==> src/rtl/mc_control_fsm_if.sv <==
// ---------------------------------------------------------------------------
// mc_control_fsm_if
//   Control-unit <-> datapath/memory bundle for the 16-bit multi-cycle RISC.
//   master : the control FSM (consumes opcode/flags/ready, drives controls)
//   slave  : the datapath side (drives opcode/flags/ready, consumes controls)
//
//   opcode     IR[15:12], valid from DECODE onward
//   zero       ALU zero flag, valid in BRANCH
//   mem_ready  memory completes the current access this cycle
//   pc_write / pc_src / ir_write / iord / mem_read / mem_write /
//   reg_write / reg_dst / mem_to_reg / alu_src_a / alu_src_b / alu_op
//              datapath controls
//   illegal_op one-cycle pulse in DECODE on an undefined opcode
//   bus_error  sticky watchdog trap flag
//   halted     FSM is in HALT
//   state      current state encoding (debug)
// ---------------------------------------------------------------------------
interface mc_control_fsm_if;
    logic [3:0] opcode;
    logic       zero;
    logic       mem_ready;

    logic       pc_write;
    logic [1:0] pc_src;
    logic       ir_write;
    logic       iord;
    logic       mem_read;
    logic       mem_write;
    logic       reg_write;
    logic       reg_dst;
    logic       mem_to_reg;
    logic       alu_src_a;
    logic [1:0] alu_src_b;
    logic [1:0] alu_op;
    logic       illegal_op;
    logic       bus_error;
    logic       halted;
    logic [3:0] state;

    modport master (
        input  opcode, zero, mem_ready,
        output pc_write, pc_src, ir_write, iord, mem_read, mem_write,
               reg_write, reg_dst, mem_to_reg, alu_src_a, alu_src_b,
               alu_op, illegal_op, bus_error, halted, state
    );

    modport slave (
        output opcode, zero, mem_ready,
        input  pc_write, pc_src, ir_write, iord, mem_read, mem_write,
               reg_write, reg_dst, mem_to_reg, alu_src_a, alu_src_b,
               alu_op, illegal_op, bus_error, halted, state
    );
endinterface

==> src/rtl/mc_control_fsm.sv <==
// ---------------------------------------------------------------------------
// mc_control_fsm
//   Multi-cycle control unit for the 16-bit RISC datapath. Each instruction
//   walks FETCH/DECODE/EXECUTE/MEMORY/WRITEBACK; memory states stall on
//   mem_ready and a wait-state watchdog traps a stuck access into HALT with
//   a sticky bus_error.
//
//   clk    rising-edge clock
//   rst_n  asynchronous active-low reset
//   bus    mc_control_fsm_if.master (opcode/zero/mem_ready in, controls out)
//
//   MAX_WAIT  stall cycles tolerated in one memory state (1..255)
//   WAIT_W    stall counter width
// ---------------------------------------------------------------------------
module mc_control_fsm #(
    parameter int MAX_WAIT = 15,
    parameter int WAIT_W   = 8
) (
    input  logic              clk,
    input  logic              rst_n,
    mc_control_fsm_if.master  bus
);

    typedef enum logic [3:0] {
        S_FETCH    = 4'd0,
        S_DECODE   = 4'd1,
        S_EXEC_R   = 4'd2,
        S_EXEC_I   = 4'd3,
        S_MEM_ADDR = 4'd4,
        S_MEM_RD   = 4'd5,
        S_MEM_WR   = 4'd6,
        S_WB_R     = 4'd7,
        S_WB_I     = 4'd8,
        S_WB_MEM   = 4'd9,
        S_BRANCH   = 4'd10,
        S_JUMP     = 4'd11,
        S_HALT     = 4'd12
    } state_t;

    localparam logic [3:0] OP_ADDI = 4'b0100;
    localparam logic [3:0] OP_LW   = 4'b0101;
    localparam logic [3:0] OP_SW   = 4'b0110;
    localparam logic [3:0] OP_BEQ  = 4'b0111;
    localparam logic [3:0] OP_JMP  = 4'b1000;
    localparam logic [3:0] OP_HALT = 4'b1111;

    localparam logic [WAIT_W-1:0] WAIT_LIMIT = WAIT_W'(MAX_WAIT);

    state_t            st, st_nxt;
    logic [WAIT_W-1:0] wait_cnt, wait_nxt;
    logic              bus_err_q;
    logic              stall_state;
    logic              wd_expire;

    // raw decoded controls, before reset gating of the strobes
    logic       pc_write_r, ir_write_r, mem_read_r, mem_write_r;
    logic       reg_write_r, illegal_op_r;
    logic [1:0] pc_src_r, alu_src_b_r, alu_op_r;
    logic       iord_r, reg_dst_r, mem_to_reg_r, alu_src_a_r;

    // ---------------- watchdog ----------------
    assign stall_state = (st == S_FETCH) || (st == S_MEM_RD) || (st == S_MEM_WR);
    // mem_ready in the limit cycle wins: the access completes, no trap
    assign wd_expire   = stall_state && !bus.mem_ready && (wait_cnt == WAIT_LIMIT);

    always_comb begin
        wait_nxt = '0;
        if (stall_state && !bus.mem_ready && !wd_expire)
            wait_nxt = wait_cnt + WAIT_W'(1);
    end

    // ---------------- state register ----------------
    always_ff @(posedge clk or negedge rst_n) begin
        if (!rst_n) begin
            st        <= S_FETCH;
            wait_cnt  <= '0;
            bus_err_q <= 1'b0;
        end else begin
            st       <= st_nxt;
            wait_cnt <= wait_nxt;
            if (wd_expire)
                bus_err_q <= 1'b1;
        end
    end

    // ---------------- next state / outputs ----------------
    always_comb begin
        st_nxt       = st;
        pc_write_r   = 1'b0;
        pc_src_r     = 2'b00;
        ir_write_r   = 1'b0;
        iord_r       = 1'b0;
        mem_read_r   = 1'b0;
        mem_write_r  = 1'b0;
        reg_write_r  = 1'b0;
        reg_dst_r    = 1'b0;
        mem_to_reg_r = 1'b0;
        alu_src_a_r  = 1'b0;
        alu_src_b_r  = 2'b00;
        alu_op_r     = 2'b00;
        illegal_op_r = 1'b0;

        case (st)
            S_FETCH: begin
                mem_read_r  = 1'b1;
                alu_src_b_r = 2'b01;        // PC + 1
                ir_write_r  = bus.mem_ready;
                pc_write_r  = bus.mem_ready;
                if (wd_expire)          st_nxt = S_HALT;
                else if (bus.mem_ready) st_nxt = S_DECODE;
            end
            S_DECODE: begin
                alu_src_b_r = 2'b10;        // PC + imm: branch target into ALUOut
                case (bus.opcode)
                    4'b0000, 4'b0001,
                    4'b0010, 4'b0011: st_nxt = S_EXEC_R;
                    OP_ADDI:          st_nxt = S_EXEC_I;
                    OP_LW, OP_SW:     st_nxt = S_MEM_ADDR;
                    OP_BEQ:           st_nxt = S_BRANCH;
                    OP_JMP:           st_nxt = S_JUMP;
                    OP_HALT:          st_nxt = S_HALT;
                    default: begin
                        illegal_op_r = 1'b1;
                        st_nxt       = S_FETCH;
                    end
                endcase
            end
            S_EXEC_R: begin
                alu_src_a_r = 1'b1;
                alu_op_r    = 2'b10;
                st_nxt      = S_WB_R;
            end
            S_EXEC_I: begin
                alu_src_a_r = 1'b1;
                alu_src_b_r = 2'b10;
                st_nxt      = S_WB_I;
            end
            S_MEM_ADDR: begin
                alu_src_a_r = 1'b1;
                alu_src_b_r = 2'b10;
                if (bus.opcode == OP_LW)      st_nxt = S_MEM_RD;
                else if (bus.opcode == OP_SW) st_nxt = S_MEM_WR;
                else                          st_nxt = S_FETCH;
            end
            S_MEM_RD: begin
                mem_read_r = 1'b1;
                iord_r     = 1'b1;
                if (wd_expire)          st_nxt = S_HALT;
                else if (bus.mem_ready) st_nxt = S_WB_MEM;
            end
            S_MEM_WR: begin
                mem_write_r = 1'b1;
                iord_r      = 1'b1;
                if (wd_expire)          st_nxt = S_HALT;
                else if (bus.mem_ready) st_nxt = S_FETCH;
            end
            S_WB_R: begin
                reg_write_r = 1'b1;
                reg_dst_r   = 1'b1;
                st_nxt      = S_FETCH;
            end
            S_WB_I: begin
                reg_write_r = 1'b1;
                st_nxt      = S_FETCH;
            end
            S_WB_MEM: begin
                reg_write_r  = 1'b1;
                mem_to_reg_r = 1'b1;
                st_nxt       = S_FETCH;
            end
            S_BRANCH: begin
                alu_src_a_r = 1'b1;
                alu_op_r    = 2'b01;
                pc_src_r    = 2'b01;
                pc_write_r  = bus.zero;
                st_nxt      = S_FETCH;
            end
            S_JUMP: begin
                pc_src_r   = 2'b10;
                pc_write_r = 1'b1;
                st_nxt     = S_FETCH;
            end
            S_HALT:  st_nxt = S_HALT;
            default: st_nxt = S_FETCH;     // 13..15 recover
        endcase
    end

    // Strobes and enables are forced low while reset is held so nothing is
    // written even though the reset state (FETCH) would decode mem_read.
    assign bus.pc_write   = rst_n & pc_write_r;
    assign bus.ir_write   = rst_n & ir_write_r;
    assign bus.mem_read   = rst_n & mem_read_r;
    assign bus.mem_write  = rst_n & mem_write_r;
    assign bus.reg_write  = rst_n & reg_write_r;
    assign bus.illegal_op = rst_n & illegal_op_r;

    assign bus.pc_src     = pc_src_r;
    assign bus.iord       = iord_r;
    assign bus.reg_dst    = reg_dst_r;
    assign bus.mem_to_reg = mem_to_reg_r;
    assign bus.alu_src_a  = alu_src_a_r;
    assign bus.alu_src_b  = alu_src_b_r;
    assign bus.alu_op     = alu_op_r;
    assign bus.bus_error  = bus_err_q;
    assign bus.halted     = (st == S_HALT);
    assign bus.state      = st;

endmodule

==> src/flat_wrapper.sv <==
// flat-port wrapper written by rule: the top's interface ports become plain ports
module mc_control_fsm_flat 
#(
    parameter int MAX_WAIT = 15,
    parameter int WAIT_W   = 8
)
  (clk, rst_n, bus_opcode, bus_zero, bus_mem_ready, bus_pc_write, bus_pc_src, bus_ir_write, bus_iord, bus_mem_read, bus_mem_write, bus_reg_write, bus_reg_dst, bus_mem_to_reg, bus_alu_src_a, bus_alu_src_b, bus_alu_op, bus_illegal_op, bus_bus_error, bus_halted, bus_state);
  mc_control_fsm_if bus_i ();
  input  logic clk;
  input  logic rst_n;
  input wire logic [$bits(bus_i.opcode)-1:0] bus_opcode;
  input wire logic [$bits(bus_i.zero)-1:0] bus_zero;
  input wire logic [$bits(bus_i.mem_ready)-1:0] bus_mem_ready;
  output wire logic [$bits(bus_i.pc_write)-1:0] bus_pc_write;
  output wire logic [$bits(bus_i.pc_src)-1:0] bus_pc_src;
  output wire logic [$bits(bus_i.ir_write)-1:0] bus_ir_write;
  output wire logic [$bits(bus_i.iord)-1:0] bus_iord;
  output wire logic [$bits(bus_i.mem_read)-1:0] bus_mem_read;
  output wire logic [$bits(bus_i.mem_write)-1:0] bus_mem_write;
  output wire logic [$bits(bus_i.reg_write)-1:0] bus_reg_write;
  output wire logic [$bits(bus_i.reg_dst)-1:0] bus_reg_dst;
  output wire logic [$bits(bus_i.mem_to_reg)-1:0] bus_mem_to_reg;
  output wire logic [$bits(bus_i.alu_src_a)-1:0] bus_alu_src_a;
  output wire logic [$bits(bus_i.alu_src_b)-1:0] bus_alu_src_b;
  output wire logic [$bits(bus_i.alu_op)-1:0] bus_alu_op;
  output wire logic [$bits(bus_i.illegal_op)-1:0] bus_illegal_op;
  output wire logic [$bits(bus_i.bus_error)-1:0] bus_bus_error;
  output wire logic [$bits(bus_i.halted)-1:0] bus_halted;
  output wire logic [$bits(bus_i.state)-1:0] bus_state;
  assign bus_i.opcode = bus_opcode;
  assign bus_i.zero = bus_zero;
  assign bus_i.mem_ready = bus_mem_ready;
  assign bus_pc_write = bus_i.pc_write;
  assign bus_pc_src = bus_i.pc_src;
  assign bus_ir_write = bus_i.ir_write;
  assign bus_iord = bus_i.iord;
  assign bus_mem_read = bus_i.mem_read;
  assign bus_mem_write = bus_i.mem_write;
  assign bus_reg_write = bus_i.reg_write;
  assign bus_reg_dst = bus_i.reg_dst;
  assign bus_mem_to_reg = bus_i.mem_to_reg;
  assign bus_alu_src_a = bus_i.alu_src_a;
  assign bus_alu_src_b = bus_i.alu_src_b;
  assign bus_alu_op = bus_i.alu_op;
  assign bus_illegal_op = bus_i.illegal_op;
  assign bus_bus_error = bus_i.bus_error;
  assign bus_halted = bus_i.halted;
  assign bus_state = bus_i.state;
  mc_control_fsm #(.MAX_WAIT(MAX_WAIT), .WAIT_W(WAIT_W)) u_core (.clk(clk), .rst_n(rst_n), .bus(bus_i));
endmodule
==> config.mk <==
export PLATFORM = sky130hd
export DESIGN_NAME = mc_control_fsm_flat
export DESIGN_NICKNAME = d
export VERILOG_FILES = /design/src/rtl/mc_control_fsm_if.sv /design/src/rtl/mc_control_fsm.sv /design/src/flat_wrapper.sv
export SDC_FILE = /design/constraint.sdc
export NUM_CORES = 1
export LEC_CHECK = 0
export CORE_AREA = 2 2 50 52
export CTS_BUF_LIST = sky130_fd_sc_hd__clkbuf_2
export DETAILED_ROUTE_END_ITERATION = 8
export DIE_AREA = 0 0 52 54
export GPL_ROUTABILITY_DRIVEN = 0
export PLACE_DENSITY = 0.8
export SYNTH_ARGS = -nofsm -noshare
export SYNTH_HDL_FRONTEND = slang
export SYNTH_SLANG_ARGS = --single-unit
==> constraint.sdc <==
create_clock -name clk -period 1.8 [get_ports clk]
set_input_delay 0.36 -clock clk [delete_from_list [all_inputs] [get_ports clk]]
set_output_delay 0.36 -clock clk [all_outputs]
set_load 0.1 [all_outputs]
==> results of run 1 <==
-- kinds of logic after synthesis --
group | Yosys count
xor gates and xnor gates | 8
and+or+nand+nor | 64
muxes | 1
DFF | 13
adders and majority gates | 1
buffers and inverters | 18
AOI/OAI and AO/OA | 28
-- through the flow --
| stage | setup WS (ns) | area [sq um] | util | hold WS, ns | instances |
|---|---|---|---|---|---|
| 2_1_floorplan | -1.58 | 1280 | - | 0.0644 | 133 |
| 3_3_place_gp | -0.143 | 2010 | 0.867 | 0.446 | 215 |
| 3_5_place_dp | -0.185 | 2010 | 0.867 | 0.463 | 215 |
| 4_1_cts | -0.303 | 2160 | 0.931 | 0.238 | 226 |
-- cells in the mapped netlist, drive strengths merged, types with 3 or more instances --
cell / number / area (sq um)
nor4: 3 / 25.0
xor2: 3 / 26.3
buf: 9 / 57.6
nand2: 9 / 33.8
inv: 6 / 22.5
nor3: 5 / 25.0
a31oi: 5 / 31.3
a21oi: 10 / 50.1
nand2b: 7 / 51.3
xnor2: 5 / 43.8
clkbuf: 3 / 12.5
and3: 4 / 25.0
nor2: 20 / 75.1
dfrtp: 13 / 325
-- timing repair --
action,4_1_cts
hold buffers,0
gates resized for setup,19
setup endpoints to repair,19
gates cloned,0
setup buffers,8
pin swaps,8
==> metrics.cfg, run 1 <==
[outcome]
status=did not finish
stop_stage=global routing (5_1_grt)
firstError=[ERROR DPL-0038] Utilization greater than 100%, impossible to legalize

[floorplan]
io_pins=30
die_x_microns=52
num_rows=18
initial_core_util=0.461
die_y_microns=54

[synth]
synth.area.mux_share=0.00937
synth_top_family_by_area=simple AND/OR/NAND/NOR gates
synth-seq-cells=13
syn_area_per_cell_sq_um=8.03
synthFlopType=dfrtp_1
synth_fp_nets=142
synth.yosys.seq_area_share=0.304
ys_types=43
synth_warnings=0
synth-compound-area-share=0.177
synth-edff-count=0
synth-xor-area-share=0.0656
async_flop_share=1.00
syn_area_sq_mm=0.00107
synth_fa_ha_area_frac=0.0117
synth_cells=133
synthSimpleGateAreaFrac=0.345

[global_routing]
grt_start_max_net_pins=14

[clock_network]
clock_sinks=13
htreeDepth=1
clockBufferDepth=2
clock-root-buffer=clkbuf_2
cts_buffers=3

[placement]
hpwl_microns=2990
port-buffer-count=29

[timing]
worstEndpointGrtRepair=bus_pc_write
worst_endpoint_kind=primary output

==> inputs of run 2 (changes only) <==
CORE_AREA = 2 2 63 65   (was 2 2 50 52)
CTS_BUF_LIST = unset   (was sky130_fd_sc_hd__clkbuf_2)
DIE_AREA = 0 0 65 67   (was 0 0 52 54)
PLACE_DENSITY = unset   (was 0.8)
PLACE_DENSITY_LB_ADDON = 0.15   (was unset)
==> run 2 against run 1 <==
Against the previous run:
- the flow now finishes, with violations (setup timing)
- area after synthesis is the same
- synthesized cell count is the same
==> metrics.cfg, run 2 <==
[synth]
synth.top_cells.by_area=dfrtp_1 (30%), nor2_1 (7.0%), a21oi_1 (4.7%)
synth-seq-cells=13
synth_fp_nets=142
synth-edff-count=0
synth_top_area_cell=dfrtp_1
synth_warnings=0
synth.yosys.seq_area_share=0.304
async_flop_share=1.00
synth_common_cells=nor2_1 (20), dfrtp_1 (13), a21oi_1 (10), nand2_1 (9), buf_2 (7)
yosysMostFrequentCell=nor2_1
synth_top_cell_area_share=0.304
synth_cells=133
synthFlopType=dfrtp_1
syn_area_per_cell_sq_um=8.03
ys_types=43
syn_area_sq_mm=0.00107

[global_routing]
antenna_found_initial=0
track_usage=0.164
grt_pass1_vias=1219
gr-total-overflow=0
grt_start_max_net_pins=15
grt_pass1_wl_microns=5540

[power_and_ir_drop]
peakVddDrop_v=0.000986
p_switching_mw=2.14
swShare=0.513
internal_power_mw=2.03
combPwrFrac=0.831
p_leak_nw=0.950
seqPwrFrac=0.104
finalPower_mw=4.16
powerDensity_mw_per_mm2=1790
clockPowerShare=0.065

[routing]
ant_nets=0
drc=0
vias=1275
routed_wl_microns=3660
firstDrtPassIters=4
wl_per_cell_microns=14.7
avgViaCountPerCell=5.12
drt_iter0_markers=51

[layout]
finalCoreUtilization=0.644
fin_nets=211
drive_above_1_share=0.577
largest_reg_flops=8
seqCellArea_sq_um=340
final_cell_mix=buf_4 (35), buf_12 (27), nor2_1 (10)
multi_input_area_sq_um=903
fin_area_sq_mm=0.00232
fillers=277
diodes=0
syn2layout_area_growth_pct=117
largest_register=u_core.wait_cnt
mostFrequentLayoutCell=buf_4

[clock_network]
clockBufferDepth=2
clock_sinks=13
clock-root-buffer=clkbuf_8
path_clk_slew_ns=0.06
cts_buffers=3
insertion_delay_ns=0.25
postCtsHoldBufs=0
tritoncts=built
htreeDepth=1

[placement]
dpl_worst_slack_ns=-0.213
postPlaceCellArea_sq_mm=0.00201
port-buffer-count=29
hpwl_microns=2600

[timing]
setup_viol=16
period_minus_slack_ns=2.06
finalSetupTns_ns=-1.96
finalHoldViolCount=0
report.final.slew_viol_count=0
tightest_slew_ns=0.436
finClkSkew_ns=0.00454
fin_crit_sh=1.15
max_slew_margin=0.705
max_freq_mhz=485
rsz0062_at_grt=true
setup_ws_ns=-0.262

[critical_path]
critPathKind=flip-flop to output port
startpoint_type=flip-flop
worst_setup_path_end_kind=output port
arrival_ns=1.70
worstPathMaxFanout=8
worstPathRequired_ns=1.44

[floorplan]
die_y_microns=67
core_sq_mm=0.00361
io_pins=30
initial_core_util=0.296
num_rows=22
die_x_microns=65
fp.dieArea_sq_mm=0.00436

[outcome]
violations=setup timing
status=finished with violations

[worst_hold_path]
worstHoldPathType=input port to asynchronous set/reset pin

[run]
max_cap_violations=0

[run 2: path summary, 6_finish.rpt]
check                                                startpoint                         endpoint  slack (ns)  depth (start not counted)
worst max-delay path            u_core.bus.state[1]$_DFFE_PN0P_                     bus_pc_write       -0.26                          5
worst min-delay path                                      rst_n     u_core.wait_cnt[5]$_DFF_PN0_        0.37                          2
worst max register to register  u_core.bus.state[1]$_DFFE_PN0P_  u_core.bus.state[0]$_DFFE_PN0P_        0.03                          8
worst min register to register     u_core.wait_cnt[0]$_DFF_PN0_     u_core.wait_cnt[0]$_DFF_PN0_        0.45                          1
max in group asynchronous                                 rst_n  u_core.bus.state[1]$_DFFE_PN0P_        1.24                          2
min in group clk                   u_core.wait_cnt[0]$_DFF_PN0_     u_core.wait_cnt[0]$_DFF_PN0_        0.45                          1
[run 2: critical path, cell delays in order (launching register included)]
cell      delay [ns]
dfrtp_4         0.49
buf_12          0.15
nor4_4          0.27
and3_4          0.23
o21bai_4        0.12
buf_12          0.18
[run 2: kinds of logic after synthesis]
family	share of synthesized area
AOI/OAI and AO/OA	0.177
xor gates and xnor gates	0.0656
adders and majority gates	0.0117
buffers and inverters	0.0866
DFF	0.304
muxes	0.00937
and+or+nand+nor	0.345
[run 2: repair_timing]
action / in CTS / in global routing
setup buffers: 2 / 15
pin swaps: 4 / 9
resized for setup: 14 / 25
endpoints found under the setup margin: 17 / 18
[run 2: metrics by stage]
| stage | hold WS (ns) | std cells |
|---|---|---|
| final | 0.374 | 249 |
| after global routing | 0.396 | 249 |
| after CTS | 0.400 | 237 |
| after detailed placement | 0.450 | 231 |
| after global placement | 0.444 | 231 |
| after floorplan | 0.0644 | 133 |
[run 2: area by class of cell]
type | instances | area share
timing repair buffer | 76 | 0.409
multi-input combinational | 102 | 0.389
sequential | 13 | 0.147
tap | 48 | 0.0259
clock buffer | 4 | 0.0194
inverter | 6 | 0.00970
[run 2: routing by layer]
layer / GRT usage / vias up / part of all wire
met2: 0.290 / 33 / 0.51
met5: 0 / - / 0
met4: 0.0479 / 0 / 0.024
met1: 0.208 / 623 / 0.43
met3: 0.0203 / 8 / 0.035
li1: - / 611 / -
[run 2: power by group through the flow]
stage | sequential, mW | combinational (mW) | clock, mW
floorplan | 0.666 | 1.74 | 0
global placement | 0.421 | 2.94 | 0
detailed placement | 0.422 | 2.97 | 0
CTS | 0.420 | 3.08 | 0.264
global route | 0.440 | 3.61 | 0.285
finish | 0.432 | 3.46 | 0.270
Note: power is estimated with default switching activity, not from simulation.
==> inputs of run 3 (changes only) <==
CTS_BUF_LIST = sky130_fd_sc_hd__clkbuf_2 sky130_fd_sc_hd__clkbuf_4 sky130_fd_sc_hd__clkbuf_8   (was unset)
MAX_ROUTING_LAYER = met4   (was unset)
==> run 3 against run 2 <==
Against the previous run:
- design area is 0.92% higher
- critical path type unchanged
- the flow still finishes with violations (setup timing)
- clock skew barely moved
- largest power group unchanged
- global-route usage rose by 0.18 points
==> metrics.cfg, run 3 (synthesis gave the netlist of run 2 again) <==
[routing]
wl_met3_microns=163
ant_nets=0
drt_iter0_markers=65
vias=1297
avgViaCountPerCell=5.21
firstDrtPassIters=4
wl_per_cell_microns=15.4
drc=0
wl_met2_microns=1990
routed_wl_microns=3840
top_layer=met4
wl_met1_microns=1620

[layout]
final_cell_mix=buf_4 (34), buf_12 (27), nor2_1 (10)
mostFrequentLayoutCell=buf_4
finalCoreUtilization=0.650
drive_above_1_share=0.582
largest_reg_flops=8
diodes=0
syn2layout_area_growth_pct=119
fin_nets=211
largest_register=u_core.wait_cnt

[timing]
whs_ns=0.392
tightest_slew_ns=0.429
max_freq_mhz=481
setup_ws_ns=-0.277
report.final.slew_viol_count=0
max_slew_margin=0.709
fin_crit_sh=1.15
finClkSkew_ns=0.00452
period_minus_slack_ns=2.08
setup_viol=18
rsz0062_at_grt=true
finalHoldViolCount=0

[clock_network]
insertion_delay_ns=0.25
postCtsHoldBufs=0
clock-root-buffer=clkbuf_8
htreeDepth=1
clockBufferDepth=2
cts_buffers=3
clock_sinks=13
tritoncts=built
path_clk_slew_ns=0.06

[critical_path]
startpoint_type=flip-flop
ff2ff_path_depth=8
arrival_ns=1.72
worstPathRequired_ns=1.44
cpPeakStageDelay_ns=0.50
worst_setup_path_end_kind=output port
critPathKind=flip-flop to output port
worstPathMaxFanout=8
crit_path_frequent_cell=buf_12
critPathSlowestCell=dfrtp_4
crit_chain=buf_12 -> nor4_4 -> and3_4 -> o21bai_4 -> buf_12

[global_routing]
track_usage=0.166
gr-total-overflow=0
grt_pass1_wl_microns=5490
grt_start_max_net_pins=15
antenna_found_initial=0
grt_pass1_vias=1209

[floorplan]
die_x_microns=65
initial_core_util=0.296
die_y_microns=67
fp.dieArea_sq_mm=0.00436
num_rows=22
core_sq_mm=0.00361
io_pins=30

[power_and_ir_drop]
combPwrFrac=0.826
internal_power_mw=2.07
p_switching_mw=2.17
peakVddDrop_v=0.000987
swShare=0.512
clockPowerShare=0.069
powerDensity_mw_per_mm2=1810
p_leak_nw=0.960
seqPwrFrac=0.105
finalPower_mw=4.24

[placement]
hpwl_microns=2600
port-buffer-count=29
dpl_worst_slack_ns=-0.213

[run]
max_cap_violations=0

[worst_hold_path]
worstHoldPathType=input port to asynchronous set/reset pin

[outcome]
violations=setup timing
status=finished with violations

-- run 3: cell count changes in the layout (fill, tap and decap cells not counted) --
cell | previous run | this run
clkbuf_4 | 0 | 1
buf_4 | 35 | 34
clkbuf_16 | 0 | 1
clkbuf_1 | 1 | 0
-- run 3: critical path: cells and delay by family (launching register included) --
family                 cells  cell delay (ns)
and+or+nand+nor            2             0.50
DFF                        1             0.50
buffers and inverters      2             0.34
AOI/OAI and AO/OA          1             0.12
-- run 3: path summary, 6_finish.rpt --
path | start | to | slack, ns
max | u_core.bus.state[1]$_DFFE_PN0P_ | bus_pc_write | -0.28
min | rst_n | u_core.wait_cnt[5]$_DFF_PN0_ | 0.39
max reg2reg | u_core.bus.state[1]$_DFFE_PN0P_ | u_core.bus.state[0]$_DFFE_PN0P_ | -0.01
min reg2reg | u_core.wait_cnt[0]$_DFF_PN0_ | u_core.wait_cnt[0]$_DFF_PN0_ | 0.45
max in group asynchronous | rst_n | u_core.bus.state[3]$_DFFE_PN0P_ | 1.22
min in group clk | u_core.wait_cnt[0]$_DFF_PN0_ | u_core.wait_cnt[0]$_DFF_PN0_ | 0.45
-- run 3: layout make-up --
class / count / area (sq um)
Fill cell: 278 / 1260
Timing Repair Buffer: 76 / 968
Multi-Input combinational cell: 102 / 903
Sequential cell: 13 / 340
Tap cell: 48 / 60.1
Clock buffer: 4 / 48.8
Inverter: 6 / 22.5
-- run 3: power by group through the flow --
stage / Combinational, mW / Sequential, mW / Clock [mW]
3_5_place_dp: 2.97 / 0.422 / 0
5_1_grt: 3.64 / 0.451 / 0.303
6_report: 3.50 / 0.444 / 0.294
3_3_place_gp: 2.94 / 0.421 / 0
4_1_cts: 3.08 / 0.420 / 0.286
2_1_floorplan: 1.74 / 0.666 / 0
-- run 3: metal layers --
metal	vias up	GRT usage
li1	609	-
met1	637	0.209
met2	46	0.289
met3	5	0.0135
met4	0	0.0399
met5	-	-
-- run 3: per-stage QoR --
stage               instances  area [sq um]  setup TNS, ns
floorplan                 133          1280          -8.20
global placement          231          2010         -0.708
detailed placement        231          2010          -1.05
CTS                       237          2110          -1.71
global route              249          2340          -2.92
finish                    249          2340          -2.17
-- run 3: repair_timing --
item / in CTS / in global routing
resized for setup: 14 / 25
setup buffers: 2 / 14
pin swaps: 4 / 11
gates cloned: 0 / 1
setup endpoints to repair: 17 / 18
==> inputs of run 4 (changes only) <==
DONT_BUFFER_PORTS = 1   (was unset)
MAX_ROUTING_LAYER = unset   (was met4)
==> run 4 against run 3 <==
Against the previous run:
- the run still ends with setup timing left
- power down 10%
- global-route usage down 0.79 points
- register-to-register slack better by 0.15 ns
- flip-flop and latch count unchanged
- design area down 15%
- critical path type unchanged
- largest cell class is now multi-input combinational cells
==> metrics.cfg, run 4 (synthesis gave the netlist of run 2 again) <==
[layout]
fin_area_sq_mm=0.00199
mostFrequentLayoutCell=buf_12
drive_above_1_share=0.517
largest_register=u_core.wait_cnt
largest_reg_flops=8
fillers=305
final_cell_mix=buf_12 (20), buf_4 (19), nor2_1 (11)
seqCellArea_sq_um=340
fin_nets=184
multi_input_area_sq_um=865
diodes=0
syn2layout_area_growth_pct=86.3

[global_routing]
grt_pass1_wl_microns=5290
grt_pass1_vias=1123
track_usage=0.158
grt_start_max_net_pins=15
antenna_found_initial=0
gr-total-overflow=0

[clock_network]
clock_sinks=13
clockBufferDepth=2
htreeDepth=1
cts_buffers=3
clock-root-buffer=clkbuf_8
insertion_delay_ns=0.25
tritoncts=built
path_clk_slew_ns=0.05

[floorplan]
io_pins=30
num_rows=22
core_sq_mm=0.00361
initial_core_util=0.296
fp.dieArea_sq_mm=0.00436
die_y_microns=67
die_x_microns=65

[routing]
vias=1139
drt_iter0_markers=29
avgViaCountPerCell=5.13
drc=0
firstDrtPassIters=4
wl_per_cell_microns=14.0
routed_wl_microns=3100
ant_nets=0

[timing]
setup_viol=12
tightest_slew_ns=0.897
report.final.slew_viol_count=0
fin_crit_sh=1.13
finClkSkew_ns=0.00704
max_freq_mhz=490
finalHoldViolCount=0
period_minus_slack_ns=2.04
rsz0062_at_grt=true
setup_ws_ns=-0.240
max_slew_margin=0.402

[placement]
postPlaceCellArea_sq_mm=0.00168
hpwl_microns=2290
port-buffer-count=0
dpl_worst_slack_ns=-0.0230

[critical_path]
arrival_ns=1.68
worstPathRequired_ns=1.44
path_buf_inv=1
critPathTopFamily=simple AND/OR/NAND/NOR gates
critPathKind=flip-flop to output port
cpPeakStageDelay_ns=0.58
worst_setup_path_end_kind=output port
critPathSlowestCell=or4b_4
r2r-start=u_core.bus.state[2]$_DFFE_PN0P_
crit_chain=or4b_4 -> nor3_4 -> buf_12
cp-startpoint=u_core.bus.state[1]$_DFFE_PN0P_
worstPathMaxFanout=3
startpoint_type=flip-flop

[power_and_ir_drop]
combPwrFrac=0.816
internal_power_mw=1.80
p_switching_mw=2.00
seqPwrFrac=0.112
peakVddDrop_v=0.00108
finalPower_mw=3.80
swShare=0.526
clockPowerShare=0.072
powerDensity_mw_per_mm2=1910
p_leak_nw=0.799

[worst_hold_path]
worstHoldPathType=input port to flip-flop
holdCritStartpoint=bus_opcode[1]

[outcome]
status=finished with violations
violations=setup timing

[run]
max_cap_violations=0

==> run 4: worst paths after layout <==
| path | end | slack (ns) | depth (start not counted) |
|---|---|---|---|
| min in group asynchronous | u_core.wait_cnt[7]$_DFF_PN0_ | 0.57 | 1 |
| min reg2reg | u_core.wait_cnt[0]$_DFF_PN0_ | 0.47 | 1 |
| max | bus_illegal_op | -0.24 | 3 |
| min | u_core.bus.state[1]$_DFFE_PN0P_ | 0.28 | 2 |
| max in group asynchronous | u_core.bus.state[0]$_DFFE_PN0P_ | 0.76 | 1 |
| max reg2reg | u_core.bus.state[2]$_DFFE_PN0P_ | 0.14 | 6 |
==> run 4: repair_timing <==
item / in CTS / in global routing
hold buffers: 1 / 0
pin swaps: 5 / 9
setup buffers: 5 / 5
gates cloned: 0 / 0
endpoints found under the setup margin: 17 / 17
resized for setup: 25 / 15
hold endpoints to repair: 13 / 0
==> run 4: per-layer routing <==
metal	global-route usage	vias to the layer above	share of wire
met2	0.247	28	0.49
met3	0.0456	6	0.045
met5	0	-	0
met1	0.199	542	0.45
li1	-	563	-
met4	0.0745	0	0.015
==> run 4: final cells by class <==
class	instances	share of cell area
Multi-Input combinational cell	102	0.434
Timing Repair Buffer	49	0.329
Sequential cell	13	0.171
Tap cell	48	0.0302
Clock buffer	4	0.0245
Inverter	6	0.0113
==> run 4: power groups by stage <==
stage / clock network, mW / logic, mW / registers [mW]
3_5_place_dp: 0 / 2.67 / 0.421
3_3_place_gp: 0 / 2.66 / 0.419
4_1_cts: 0.282 / 2.95 / 0.417
5_1_grt: 0.295 / 3.27 / 0.434
2_1_floorplan: 0 / 1.74 / 0.666
6_report: 0.275 / 3.10 / 0.425
==> run 4: through the flow <==
stage / setup TNS (ns) / util / std cells / hold WS (ns)
CTS: -1.54 / 0.521 / 217 / 0.277
global placement: -0.0284 / 0.467 / 207 / 0.0649
finish: -0.998 / 0.552 / 222 / 0.281
floorplan: -8.20 / - / 133 / 0.0644
detailed placement: -0.0230 / 0.467 / 207 / 0.0649
global route: -1.74 / 0.552 / 222 / 0.292
